File: config.mk
export PLATFORM = sky130hd
export DESIGN_NAME = regfile_wr_arbiter
export DESIGN_NICKNAME = d
export VERILOG_FILES = /design/src/rtl/regfile_wr_arbiter.sv
export SDC_FILE = /design/constraint.sdc
export NUM_CORES = 1
export LEC_CHECK = 0
export CAP_MARGIN = 20
export CORE_UTILIZATION = 41
export DETAILED_ROUTE_END_ITERATION = 7
export PLACE_DENSITY = 0.85
export SETUP_SLACK_MARGIN = 0.2
export SYNTH_ARGS = -nofsm -noshare
export SYNTH_HDL_FRONTEND = slang
export SYNTH_SLANG_ARGS = --single-unit
File: constraint.sdc
create_clock -name clk_port -period 3.4 [get_ports clk_port]
set_input_delay 0.51 -clock clk_port [delete_from_list [all_inputs] [get_ports clk_port]]
set_output_delay 0.51 -clock clk_port [all_outputs]
set_load 0.05 [all_outputs]
File: src/rtl/regfile_wr_arbiter.sv
// Two-requester register-file write arbiter.
// Requester 0 is the ALU writeback path and requester 1 is the load/multicycle
// unit. Ties are broken round-robin through a one-bit last_grant flag. The
// winning write is registered onto the register-file port one cycle later.
// Writes to register 0 are accepted but suppressed, and a saturating counter
// tracks how many were dropped.
module regfile_wr_arbiter #(
    parameter int n = 32,
    parameter int a = 5
) (
    input  logic         clk_port,
    input  logic         rst_port,

    input  logic         req0_valid_port,
    input  logic [a-1:0] req0_addr_port,
    input  logic [n-1:0] req0_data_port,
    output logic         req0_ready_port,

    input  logic         req1_valid_port,
    input  logic [a-1:0] req1_addr_port,
    input  logic [n-1:0] req1_data_port,
    output logic         req1_ready_port,

    output logic         wr_en_port,
    output logic [a-1:0] wr_addr_port,
    output logic [n-1:0] wr_data_port,
    output logic [7:0]   zero_drop_cnt_port
);

    // Index of the requester granted most recently. It resets to 1 so that
    // requester 0 wins the first tie.
    logic         r_last_grant;

    logic         r_wr_en;
    logic [a-1:0] r_wr_addr;
    logic [n-1:0] r_wr_data;
    logic [7:0]   r_zero_drop_cnt;

    logic [1:0]   w_grant;
    logic         w_xfer;
    logic         w_sel;
    logic [a-1:0] w_sel_addr;
    logic [n-1:0] w_sel_data;
    logic         w_sel_addr_zero;
    logic         w_cnt_sat;

    // Grant decision. It is purely combinational from the valids and
    // last_grant, and it is gated by reset so that no ready is raised while
    // reset is held. Only one grant bit can be set, so the two readies are
    // mutually exclusive.
    always_comb begin
        w_grant = 2'b00;
        if (rst_port) begin
            if (req0_valid_port && req1_valid_port) begin
                if (r_last_grant) begin
                    w_grant = 2'b01;
                end else begin
                    w_grant = 2'b10;
                end
            end else if (req0_valid_port) begin
                w_grant = 2'b01;
            end else if (req1_valid_port) begin
                w_grant = 2'b10;
            end
        end
    end

    assign req0_ready_port = w_grant[0];
    assign req1_ready_port = w_grant[1];

    assign w_xfer          = |w_grant;
    assign w_sel           = w_grant[1];
    assign w_sel_addr      = w_sel ? req1_addr_port : req0_addr_port;
    assign w_sel_data      = w_sel ? req1_data_port : req0_data_port;
    assign w_sel_addr_zero = (w_sel_addr == '0);
    assign w_cnt_sat       = (r_zero_drop_cnt == 8'hFF);

    // Round-robin state. It moves only when a transfer happens.
    always_ff @(posedge clk_port or negedge rst_port) begin
        if (!rst_port) begin
            r_last_grant <= 1'b1;
        end else if (w_xfer) begin
            r_last_grant <= w_sel;
        end
    end

    // Registered write port. Address and data follow every accepted transfer,
    // including writes to register 0, and otherwise hold their values. The
    // enable is a one-cycle pulse and is suppressed for register 0.
    always_ff @(posedge clk_port or negedge rst_port) begin
        if (!rst_port) begin
            r_wr_en   <= 1'b0;
            r_wr_addr <= '0;
            r_wr_data <= '0;
        end else begin
            r_wr_en <= w_xfer && !w_sel_addr_zero;
            if (w_xfer) begin
                r_wr_addr <= w_sel_addr;
                r_wr_data <= w_sel_data;
            end
        end
    end

    // Count of dropped register-0 writes. It saturates at 255 rather than
    // wrapping around.
    always_ff @(posedge clk_port or negedge rst_port) begin
        if (!rst_port) begin
            r_zero_drop_cnt <= 8'd0;
        end else if (w_xfer && w_sel_addr_zero && !w_cnt_sat) begin
            r_zero_drop_cnt <= r_zero_drop_cnt + 8'd1;
        end
    end

    assign wr_en_port         = r_wr_en;
    assign wr_addr_port       = r_wr_addr;
    assign wr_data_port       = r_wr_data;
    assign zero_drop_cnt_port = r_zero_drop_cnt;

endmodule

==> results of run 1 <==
-- placed cells by master (no fill, tap or decap), drive strengths merged, types with 5 or more instances in the layout --
master / n
clkdlybuf4s50: 122
dfrtp: 46
nand2: 44
o21ai: 39
mux2i: 37
clkbuf: 6
nand3: 6
buf: 6
nor2: 5
and3: 5
xnor2: 5
-- per-stage QoR --
step	power, mW	instance area (um^2)	hold WS, ns	util (%)
after floorplan	1.058	2195	0.2144	-
after global placement	1.331	3513	0.4574	68.35
after detailed placement	1.345	3513	0.4668	68.35
after CTS	1.763	3631	0.4122	70.64
after global routing	1.824	3631	0.4546	70.64
final	1.744	3631	0.3967	70.64
-- cells in the mapped netlist (2+ instances only) --
cell type and n:
and3_1 5, nor3_1 2, dfrtp_1 46, nand3_1 5, a21oi_1 2, clkbuf_1 5
buf_2 6, mux2_1 2, o21ai_0 38, mux2i_1 37, xnor2_1 5, nor2_1 5
nand2_1 44
-- how the worst max path moves through the flow --
| stage | start | cells after the start | to |
|---|---|---|---|
| after floorplan | req1_valid_port | 3 | req0_ready_port |
| after global routing | req1_valid_port | 4 | req0_ready_port |
| after detailed placement | req1_valid_port | 4 | wr_data_port[31]$_DFFE_PN0P_ |
| after CTS | req1_valid_port | 4 | req0_ready_port |
| after global placement | req1_valid_port | 4 | req0_ready_port |
| final | req1_valid_port | 4 | req0_ready_port |
-- critical path, delay by kind of cell --
family | cells | cell delay, ns
compound gates | 1 | 0.59
buf+inv | 2 | 0.70
simple gates | 1 | 0.08
-- layer usage --
| layer | up-vias | GRT usage [%] | part of all wire [%] |
|---|---|---|---|
| li1 | 977 | - | - |
| met5 | - | 0 | 0 |
| met4 | 0 | 9.053 | 2.8 |
| met1 | 907 | 22.61 | 41 |
| met3 | 14 | 5.221 | 6.9 |
| met2 | 77 | 36.74 | 50 |
-- sequential cells by signal, summed over array words and instances (netlist names) --
signal / cells
r_last_grant: 1
wr_addr_port: 5
wr_data_port: 32
wr_en_port: 1
zero_drop_cnt_port: 8
-- area by class of cell --
class	instances	area, um^2
Inverter	1	3.754
Clock buffer	6	82.58
Multi-Input combinational cell	152	968.4
Sequential cell	47	1177
Fill cell	419	1509
Clock inverter	2	35.03
Tap cell	70	87.58
Timing Repair Buffer	128	1276
-- kinds of logic after synthesis --
logic type	synth area share [%]
adders and majority gates	0.5700
buffers and inverters	2.737
DFF	53.65
muxes	17.90
and+or+nand+nor	12.83
AOI/OAI and AO/OA	10.32
xor gates and xnor gates	1.995
-- power by group --
group | internal (mW) | switching (mW) | total (mW)
sequential | 0.632 | 0.0467 | 0.679
combinational | 0.255 | 0.393 | 0.648
clock | 0.238 | 0.179 | 0.417
==> impl_results.md, run 1 <==
- Status: finished clean
- Post-place setup slack: 0.9518 ns
- Post-CTS Hold Fix Bufs: 0
- Max rail drop VDD: 0.2777 mV
- Post-synth top flop: dfrtp_1
- Die ar.: 5649 um^2
- RD Place Congestion: 0.8213
- Core area: 5140 um^2
- Final worst clock skew: 0.001526 ns
- TritonCTS buffer count: 5
- IO Count: 126
- WL final: 5.527 mm
- Row count: 26
- DRT Pass-1 Iters: 4
- First-pass GRT wire length: 8.549 mm
- Yosys top cell area share: 52.45%
- Clock tree sinks: 47
- Clock insertion delay at the later pin of the skew report: 0.29 ns
- # nets final: 414
- Mean post-synth cell area: 10.35 um^2
- Unrepaired setup endpoints after global routing: no
- CTS root buffer: clkbuf_8
- Post-DP HPWL: 4.228 mm
- All-layer global routing usage: 20.35%
- Sequential area share after synthesis: 53.65%
- Initial Util: 42.70%
- Number of global-route vias before repair: 1934
- PnR worst setup slack: 0.9985 ns
- Setup_tns: 0 ns
- Largest net degree at the start of global routing: 49
- Hold Crit Class: input pin to async pin
- Min Tclk post-route: 2.402 ns
- Die height: 75.16 um
- Post-synth cell types: 23
- Worst Path Max Fanout: 31
- Routed len/inst: 13.61 um
- Fmax: 416.4 MHz
- Worst setup EP type: primary output
- Max Cap Violations: 0
- Actual slew at the worst max-slew pin: 0.6671 ns
- Yosys Warn Count: 0
- Slowest CP cell: o21ai_4
- Number of port buffers: 125
- Final hold viol count: 0
- Ant. Diodes: 0
- Rel. slew slack: 55.36%
- Setup CP Type: input pin to primary output
- DR iter-0 viols: 94
- Initial antenna violation count: 0
- Die width: 75.16 um
- Largest stage delay, worst path: 0.59 ns
- # DRC: 0
- R2R Setup Slk: 1.59 ns
- Power per cell area: 480.4 nW/um^2
- Post-synth EDFFs: 0
- RR Endpoint: zero_drop_cnt_port[1]$_DFFE_PN0P_
- Synth Register Bits: 47
- Finish-stage setup viols: 0
- Lkg Pwr: 1.707 nW
- Mapped Area: 2195 um^2
- CTS tree: built
- Slew Limit Fails: 0
- Period Utilization, post-route: 70.63%
- Longest Clk Path Bufs: 2
- Routed vias/inst: 4.865
- Largest area contributor in the synthesized netlist: dfrtp_1
- CP Launch Type: input pin
- Final Non-Filler Cells: 406
- Clk slew on worst S/H paths: 0.08 ns
- Ys async rst share: 100.0%
- Grt ovf: 0
- Ranking of synthesized cells by area: dfrtp_1, mux2i_1, o21ai_0
- Worst endpoint required time: 2.89 ns
- Number of routed nets with antenna violations: 0
- CTS H-Tree Depth: 2
- R2R depth: 6
- Cells after synthesis: 212
- PostCTS Resize Cnt: 0
- WP data arrival: 1.89 ns
- P&R area growth vs syn: 65.45%
- Dpl cells: 398
- Post-Syn Nets: 291
- Postcts setup bufs: 0
- Routed vias: 1975
- RR Startpoint: r_last_grant$_DFFE_PN1P_
- Critical path, cell by cell: clkdlybuf4s50_1 -> o21ai_4 -> nor2_1 -> buf_4
- Layout cell share with drive strength beyond 1: 5.655%
Power figures use the tool's default switching activity.
==> run 2, diff against run 1 <==
CORE_UTILIZATION = 34   (was 41)
PLACE_DENSITY = 0.75   (was 0.85)
clock period = 2.2 ns   (was 3.4 ns; I/O delays follow)
==> run 2 against run 1 <==
Clock-buffer cell count up 2. Core utilization down 10 points. Final area rose by 0.83%. Non-clock buffer count grew 3. Combinational power up 56%. Critical path depth is 3 lower. Routed wire length is 2.8% higher. Hold slack got worse by 0.32 ns. Register-to-register slack got worse by 1.2 ns. Clock skew up 0.00058 ns. Largest cell class unchanged. Largest power group unchanged.
==> impl_results.md, run 2 (synthesis results as in run 1) <==
- Status: finished clean
- Actual slew at the worst max-slew pin: 0.5261 ns
- CTS root buffer: clkbuf_8
- CP Launch Type: register
- Routed len/inst: 13.73 um
- Grt ovf: 0
- Max Cap Violations: 0
- Number of routed nets with antenna violations: 0
- DR iter-0 viols: 47
- TritonCTS buffer count: 5
- Hold Crit Class: input pin to async pin
- Worst Path Max Fanout: 5
- Die width: 82.34 um
- Die height: 82.34 um
- All-layer global routing usage: 17.60%
- Setup CP Type: register to primary output
- Period Utilization, post-route: 85.98%
- Area of the multi-input gates: 968.4 um^2
- Final Power: 2.612 mW
- # nets final: 417
- Min Tclk post-route: 1.892 ns
- CTS tree: built
- R2R Setup Slk: 0.43 ns
- Setup_tns: 0 ns
- Slowest CP cell: clkdlybuf4s50_1
- Register area: 1177 um^2
- Dpl cell area: 3547 um^2
- Most frequent cells in the layout: clkdlybuf4s50_1, dfrtp_1, nand2_1
- Core area: 6061 um^2
- Slew Limit Fails: 0
- WP data arrival: 1.56 ns
- Clk slew on worst S/H paths: 0.08 ns
- RR Startpoint: r_last_grant$_DFFE_PN1P_
- WL final: 5.683 mm
- Rel. slew slack: 64.81%
- Final worst clock skew: 0.002101 ns
- Row count: 28
- Initial Util: 36.21%
- Fill cell count: 550
- P&R area growth vs syn: 66.82%
- Number of global-route vias before repair: 1909
- Clock insertion delay at the later pin of the skew report: 0.28 ns
- Final hold viol count: 0
- Post-DP HPWL: 4.323 mm
- Unrepaired setup endpoints after global routing: no
- Power per cell area: 713.4 nW/um^2
- Final Non-Filler Cells: 414
- Longest Clk Path Bufs: 2
- # DRC: 0
- Post-place setup slack: 0.08028 ns
- Largest net degree at the start of global routing: 51
- Crit-path leading delay family: buffers and inverters
- Layout cell share with drive strength beyond 1: 5.900%
- Clock tree sinks: 47
- Die ar.: 6780 um^2
- Fin area: 3661 um^2
- First-pass GRT wire length: 8.983 mm
- Lkg Pwr: 1.719 nW
- CTS H-Tree Depth: 2
- Initial antenna violation count: 0
- IO Count: 126
- PnR worst setup slack: 0.3084 ns
- Ant. Diodes: 0
- RD Place Congestion: 0.7332
- R2R depth: 6
- Postcts setup bufs: 0
- Fmax: 528.7 MHz
- Commonest non-fill, non-tap cell in the layout: clkdlybuf4s50_1
- Max rail drop VDD: 0.2999 mV
- Critical path, cell by cell: clkdlybuf4s50_1
- Largest stage delay, worst path: 0.84 ns
- Worst setup EP type: primary output
- RR Endpoint: zero_drop_cnt_port[7]$_DFFE_PN0P_
- Worst endpoint required time: 1.87 ns
- Buf+Inv Stages, Crit Path: 1
- Dpl cells: 405
- DRT Pass-1 Iters: 4
- Max reg flops: 32
- Finish-stage setup viols: 0
- Routed vias: 1950
- Cell depth of the worst setup path: 1
- Number of port buffers: 125
- Routed vias/inst: 4.710
[run 2: power breakdown]
group | switching [mW] | total (mW) | internal [mW]
clock | 0.264 | 0.551 | 0.287
sequential | 0.0714 | 1.05 | 0.977
combinational | 0.611 | 1.01 | 0.402
total | 0.946 | 2.61 | 1.67
[run 2: routing by layer]
| layer | global-route usage, % | vias to the layer above | routed length, um |
|---|---|---|---|
| met5 | 0 | - | 0 |
| met4 | 4.211 | 0 | 51 |
| met3 | 4.615 | 4 | 426 |
| met2 | 31.32 | 64 | 2884 |
| met1 | 21.06 | 901 | 2321 |
| li1 | - | 981 | - |
[run 2: worst reg2reg max path: cells and delay by family, from the launching register on]
family,cells,cell delay (ns)
multiplexers,1,0.34
flip-flops,1,0.54
AO/OA/AOI/OAI,1,0.33
buffers and inverters,1,0.08
AND/OR/NAND/NOR,3,0.35
[run 2: final cells by class]
| cell class | count | area share (%) |
|---|---|---|
| repair buffers | 131 | 35.99 |
| flip-flops and latches | 47 | 32.16 |
| multi-input cells | 152 | 26.45 |
| clock buffers | 8 | 2.734 |
| well taps | 75 | 2.563 |
| inverters | 1 | 0.1025 |
[run 2: timing repair]
item	CTS	global route
endpoints found under the setup margin	0	1
hold buffers	1	0
hold endpoints to repair	5	0
resized for setup	0	1
[run 2: through the flow]
step	util [%]	hold WS, ns
after floorplan	-	0.03441
after global placement	58.53	0.2114
after detailed placement	58.53	0.2157
after CTS	60.34	0.05956
after global routing	60.40	0.06345
final	60.40	0.07304
[run 2: worst max path at each step]
| stage | to | slack (ns) | from |
|---|---|---|---|
| 2_1_floorplan | zero_drop_cnt_port[1]$_DFFE_PN0P_ | 0.34 | zero_drop_cnt_port[0]$_DFFE_PN0P_ |
| 4_1_cts | req0_ready_port | 0.25 | req1_valid_port |
| 6_report | zero_drop_cnt_port[0] | 0.31 | zero_drop_cnt_port[0]$_DFFE_PN0P_ |
| 3_5_place_dp | zero_drop_cnt_port[7]$_DFFE_PN0P_ | 0.08 | req0_addr_port[4] |
| 5_1_grt | zero_drop_cnt_port[0] | 0.23 | zero_drop_cnt_port[0]$_DFFE_PN0P_ |
| 3_3_place_gp | zero_drop_cnt_port[1]$_DFFE_PN0P_ | 0.13 | req0_addr_port[4] |
